### config.mk
export PLATFORM = sky130hd
export DESIGN_NAME = keypad_matrix_emulator
export DESIGN_NICKNAME = d
export VERILOG_FILES = /design/src/rtl/keypad_matrix_emulator.sv
export SDC_FILE = /design/constraint.sdc
export NUM_CORES = 1
export LEC_CHECK = 0
export CORE_ASPECT_RATIO = 1.2
export CORE_UTILIZATION = 40
export CTS_BUF_LIST = sky130_fd_sc_hd__clkbuf_16
export DETAILED_ROUTE_END_ITERATION = 8
export PLACE_DENSITY_LB_ADDON = 0.2
export SKIP_CTS_REPAIR_TIMING = 1
export SYNTH_ARGS = -nofsm -noshare
export SYNTH_HDL_FRONTEND = slang
export SYNTH_SLANG_ARGS = --single-unit
### constraint.sdc
create_clock -name clk_500k -period 8.5 [get_ports clk_500k]
set_clock_uncertainty 0.1 [all_clocks]
set_input_delay 1.7 -clock clk_500k [delete_from_list [all_inputs] [get_ports clk_500k]]
set_output_delay 1.7 -clock clk_500k [all_outputs]
set_load 0.1 [all_outputs]
### src/rtl/keypad_matrix_emulator.sv
// Emulates one pressed key of a 4x4 active-low keypad matrix; row_b follows col combinationally, contact is registered (1-cycle state latency).
// Requests accepted only while ready (IDLE); req is ignored while busy. Define KEY_BOUNCE_EN to add contact chatter on closure and release.
module keypad_matrix_emulator #(
   parameter int HOLD_W     = 16,
   parameter int BOUNCE_CYC = 8
) (
   input  logic              clk_500k,
   input  logic              rst,
   input  logic              req,
   input  logic [1:0]        key_row,
   input  logic [1:0]        key_col,
   input  logic [HOLD_W-1:0] hold_cyc,
   input  logic              cancel,
   input  logic [3:0]        col,
   output logic [3:0]        row_b,
   output logic              ready,
   output logic              busy,
   output logic              done
);

   typedef enum logic [1:0] {
      S_IDLE       = 2'd0,
      S_BOUNCE_IN  = 2'd1,
      S_HOLD       = 2'd2,
      S_BOUNCE_OUT = 2'd3
   } state_t;

   localparam logic [HOLD_W-1:0] HOLD_ONE = HOLD_W'(1);

   if (BOUNCE_CYC < 1) begin : g_bounce_cyc_check
      $error("BOUNCE_CYC must be at least 1");
   end

   state_t            state_q, state_d;
   logic [1:0]        r_row_q, r_row_d;
   logic [1:0]        r_col_q, r_col_d;
   logic [HOLD_W-1:0] r_hold_q, r_hold_d;
   logic [HOLD_W-1:0] hold_cnt_q, hold_cnt_d;
   logic [HOLD_W-1:0] hold_last;
   logic              contact_q, contact_d;
   logic              done_q, done_d;

`ifdef KEY_BOUNCE_EN
   localparam int                BCNT_W    = $clog2(BOUNCE_CYC) + 1;
   localparam logic [BCNT_W-1:0] BCNT_ONE  = BCNT_W'(1);
   localparam logic [BCNT_W-1:0] BCNT_LAST = BCNT_W'(BOUNCE_CYC - 1);

   logic [BCNT_W-1:0] bcnt_q, bcnt_d;
`endif

   // A zero hold request still closes the contact for one cycle.
   assign hold_last = (r_hold_q == '0) ? '0 : (r_hold_q - HOLD_ONE);

   always_ff @(posedge clk_500k or posedge rst) begin
      if (rst) begin
         state_q    <= S_IDLE;
         r_row_q    <= 2'd0;
         r_col_q    <= 2'd0;
         r_hold_q   <= '0;
         hold_cnt_q <= '0;
         contact_q  <= 1'b0;
         done_q     <= 1'b0;
`ifdef KEY_BOUNCE_EN
         bcnt_q     <= '0;
`endif
      end else begin
         state_q    <= state_d;
         r_row_q    <= r_row_d;
         r_col_q    <= r_col_d;
         r_hold_q   <= r_hold_d;
         hold_cnt_q <= hold_cnt_d;
         contact_q  <= contact_d;
         done_q     <= done_d;
`ifdef KEY_BOUNCE_EN
         bcnt_q     <= bcnt_d;
`endif
      end
   end

   always_comb begin
      state_d    = state_q;
      r_row_d    = r_row_q;
      r_col_d    = r_col_q;
      r_hold_d   = r_hold_q;
      hold_cnt_d = hold_cnt_q;
      done_d     = 1'b0;
      contact_d  = 1'b0;
`ifdef KEY_BOUNCE_EN
      bcnt_d     = bcnt_q;
`endif

      case (state_q)
         S_IDLE: begin
            if (req) begin
               r_row_d    = key_row;
               r_col_d    = key_col;
               r_hold_d   = hold_cyc;
               hold_cnt_d = '0;
`ifdef KEY_BOUNCE_EN
               bcnt_d     = '0;
               state_d    = S_BOUNCE_IN;
`else
               state_d    = S_HOLD;
`endif
            end
         end
`ifdef KEY_BOUNCE_EN
         S_BOUNCE_IN: begin
            if (bcnt_q == BCNT_LAST) begin
               bcnt_d     = '0;
               hold_cnt_d = '0;
               state_d    = S_HOLD;
            end else begin
               bcnt_d = bcnt_q + BCNT_ONE;
            end
         end
`endif
         S_HOLD: begin
            if (hold_cnt_q == hold_last) begin
               hold_cnt_d = '0;
`ifdef KEY_BOUNCE_EN
               bcnt_d     = '0;
               state_d    = S_BOUNCE_OUT;
`else
               state_d    = S_IDLE;
               done_d     = 1'b1;
`endif
            end else begin
               hold_cnt_d = hold_cnt_q + HOLD_ONE;
            end
         end
`ifdef KEY_BOUNCE_EN
         S_BOUNCE_OUT: begin
            if (bcnt_q == BCNT_LAST) begin
               bcnt_d  = '0;
               state_d = S_IDLE;
               done_d  = 1'b1;
            end else begin
               bcnt_d = bcnt_q + BCNT_ONE;
            end
         end
`endif
         default: begin
            state_d = S_IDLE;
         end
      endcase

      // Cancel overrides every busy-state transition, skipping release chatter.
      if (cancel && (state_q != S_IDLE)) begin
         state_d    = S_IDLE;
         done_d     = 1'b1;
         hold_cnt_d = '0;
`ifdef KEY_BOUNCE_EN
         bcnt_d     = '0;
`endif
      end

      // Contact is registered, so it is derived from the upcoming state.
`ifdef KEY_BOUNCE_EN
      contact_d = (state_d == S_HOLD) ||
                  (((state_d == S_BOUNCE_IN) || (state_d == S_BOUNCE_OUT)) && bcnt_d[0]);
`else
      contact_d = (state_d == S_HOLD);
`endif
   end

   assign ready = (state_q == S_IDLE);
   assign busy  = ~ready;
   assign done  = done_q;

   always_comb begin
      row_b = 4'b1111;
      if (contact_q && !col[r_col_q]) begin
         row_b[r_row_q] = 1'b0;
      end
   end

endmodule
==> impl_metrics.ini <==
[run_status]
status = complete, no violations

[finish]
final_common_cell = dfrtp_1
layout-drive-gt1-share = 0.1325
nets = 331
antenna_cells = 0
final_cell_mix = dfrtp_1, clkdlybuf4s50_1, nand2_1, mux2_2, nor2_1
finalNonFillerCells = 387
syn_to_final_growth_pct = 20.23

[power]
leakagePower_uw = 0.001245
power_density_nw_per_um2 = 182.2
peakVddDrop_v = 0.0001060

[critical_path]
r2r_end = hold_cnt_q[4]
timing.critical_path.from = col[3]
max_stage_delay_ns = 0.97
rr_startpoint = r_hold_q[0]
path_buf_inv = 2
crit_cells = 6
cp_top_family = buffers and inverters
worst_setup_path_start_kind = input pin
setup.worst_path.end_class = primary output
cp.arrival_ns = 4.01
crit_slowest_cell = clkdlybuf4s50_1
cp-endpoint = row_b[1]
r2r_cells = 12
reg2reg_slack_ns = 4.81
cp.required_ns = 6.70
critPathKind = input pin to primary output
crit_chain = clkdlybuf4s50_1 -> mux4_2 -> nor2b_1 -> nor2b_1 -> nand2_1 -> clkdlybuf4s50_1
cp_max_fo = 3

[die]
num_rows = 32
die_w_um = 76.18
io_pins = 35
start_util = 0.4123
core_sq_um = 6406
die_area_sq_um = 6934
die_h_um = 91.02

[synth]
yosysWarnings = 0
ys_seq_area_frac = 0.3790
synth_top_area_share = 0.3790
synth_area_leaders = dfrtp_1, mux2_2, xnor2_1
ys_async_sr_fraction = 1.000
synth.distinct_cells = 62
synth_cells = 270
synth-edff-count = 0
syn_avg_cell_area_sq_um = 9.783
syn_nets = 300
synth_seq_cells = 40
synth_area_leader_cell = dfrtp_1
synth_top_flop_cell = dfrtp_1
synth_area_sq_um = 2641

[sta]
report.final.slew_viol_count = 0
fin_crit_ns = 5.812
finalHoldViolCount = 0
finalSetupViolations = 0
rsz0062_at_grt = no
tightest_slew_ns = 0.9716
timing.fmax_ghz = 0.1721
setup-tns-final_ns = 0
hold_ws_ns = 0.4242
slew-limit-headroom = 0.3502
timing.final.ws_setup_ns = 2.688
finalCritPeriodShare = 0.6838

[global_routing]
grt_max_degree = 41
grt_overflow_total = 0
grt_pass1_vias = 2198
grt_antenna_before_repair = 0
grt_pass1_wl_um = 10180
grt.total_usage = 0.1843

[detailed_routing]
dr_total_vias = 2209
antenna_left = 0
wl_um = 5873
wl_per_cell_um = 15.18
drt-initial-drc-count = 90
post_drt_via_cell_ratio = 5.708
drc = 0
dr.pass1.iters = 4

[run]
timing.max_cap.violations = 0

[clock_tree]
cts_sinks = 40
clock_path_buffers = 2
clk_pin_slew_ns = 0.05
ctsHtreeMaxLevel = 2
cts_made_buffers = 5
cts_tree = built
clock_latency_ns = 0.28
root_buffer = clkbuf_16

[placed_design]
dp.cells = 379
routabilityCongestion = 0.8169
io_buffers = 34
dp_hpwl_um = 4328
post-place-ws_ns = 2.672

[worst_hold_path]
hp-class = flop to flop
through the flow:
step           area [sq um]  utilization  power [uW]
6_report               3176       0.4957       578.7
5_1_grt                3176       0.4957       608.6
4_1_cts                3176       0.4957       585.3
3_5_place_dp           3039       0.4744       406.2
3_3_place_gp           3039       0.4744       402.7
2_1_floorplan          2641            -       363.9
worst reg2reg max path: cells and delay by family, from the launching register on:
family | cells | cell delay [ns]
adder cells (fa/ha/maj) | 1 | 0.31
buffers and inverters | 2 | 0.42
flip-flops | 1 | 0.44
AND/OR/NAND/NOR | 4 | 1.15
AO/OA/AOI/OAI | 5 | 1.14
synth_stat cells, types with 2 or more instances:
library cell and n:
a211o_1 2, a211oi_1 2, a21o_1 4, a21oi_1 5, a22o_1 9, a311o_1 2, a31oi_1 2, and2_1 3
and3_1 7, and4b_1 3, buf_2 3, buf_6 2, clkbuf_1 7, dfrtp_1 40, ha_1 2, inv_1 7
mux2_2 18, mux2i_1 2, nand2_1 19, nand3_1 9, nand4_1 4, nor2_1 18, nor2b_1 6, nor3_1 5
nor4_1 4, nor4_4 2, nor4b_1 3, o21ai_0 11, o31ai_1 12, or2_1 2, or2_2 3, or3_1 5
or4_1 4, xnor2_1 13, xor2_1 3
cells by family (layout without fill, tap and decap cells):
family,count (synthesis),after routing,share of synthesized area
flip-flops,40,40,0.3790
XOR/XNOR,16,16,0.05306
other,1,1,0.001420
multiplexers,21,21,0.09285
buffers and inverters,19,51,0.03411
adder cells (fa/ha/maj),2,2,0.009473
AO/OA/AOI/OAI,62,62,0.1800
AND/OR/NAND/NOR,109,109,0.2501
flip-flops by register name, summed over array words and instances, names as in the netlist:
register,flops
contact_q,1
hold_cnt_q,16
r_hold_q,16
r_col_q,2
done,1
state_q,2
r_row_q,2
how the worst min path moves through the flow:
stage                             to  cells after the start        from  slack [ns]
after floorplan           r_col_q[1]                      1  r_col_q[1]        0.39
after global placement    r_col_q[1]                      1  r_col_q[1]        0.41
after detailed placement  r_col_q[1]                      1  r_col_q[1]        0.41
after CTS                 r_col_q[1]                      1  r_col_q[1]        0.43
after global routing      r_col_q[1]                      1  r_col_q[1]        0.47
final                     r_col_q[1]                      1  r_col_q[1]        0.42
layer usage:
| metal | routed length, um | global-route usage | share of wire |
|---|---|---|---|
| met1 | 2541 | 0.2160 | 0.43 |
| met5 | 0 | 0 | 0 |
| met3 | 173 | 0.03116 | 0.029 |
| met2 | 3018 | 0.3318 | 0.51 |
| met4 | 138 | 0.07532 | 0.023 |
area by class of cell:
cell class	instances	area, sq um
clock buffer	5	125.1
clock inverter	3	11.26
fill	635	3231
inverter	7	26.28
multi-input combinational	211	1550
sequential	40	1001
tap	85	106.4
timing repair buffer	36	355.3
report_power, final:
group          total [uW]  switching, uW  internal, uW
sequential            250           37.1           213
combinational         152           78.5          73.5
clock                 176           70.9           106
total                 579            187           392
(Power assumes the default switching activity.)
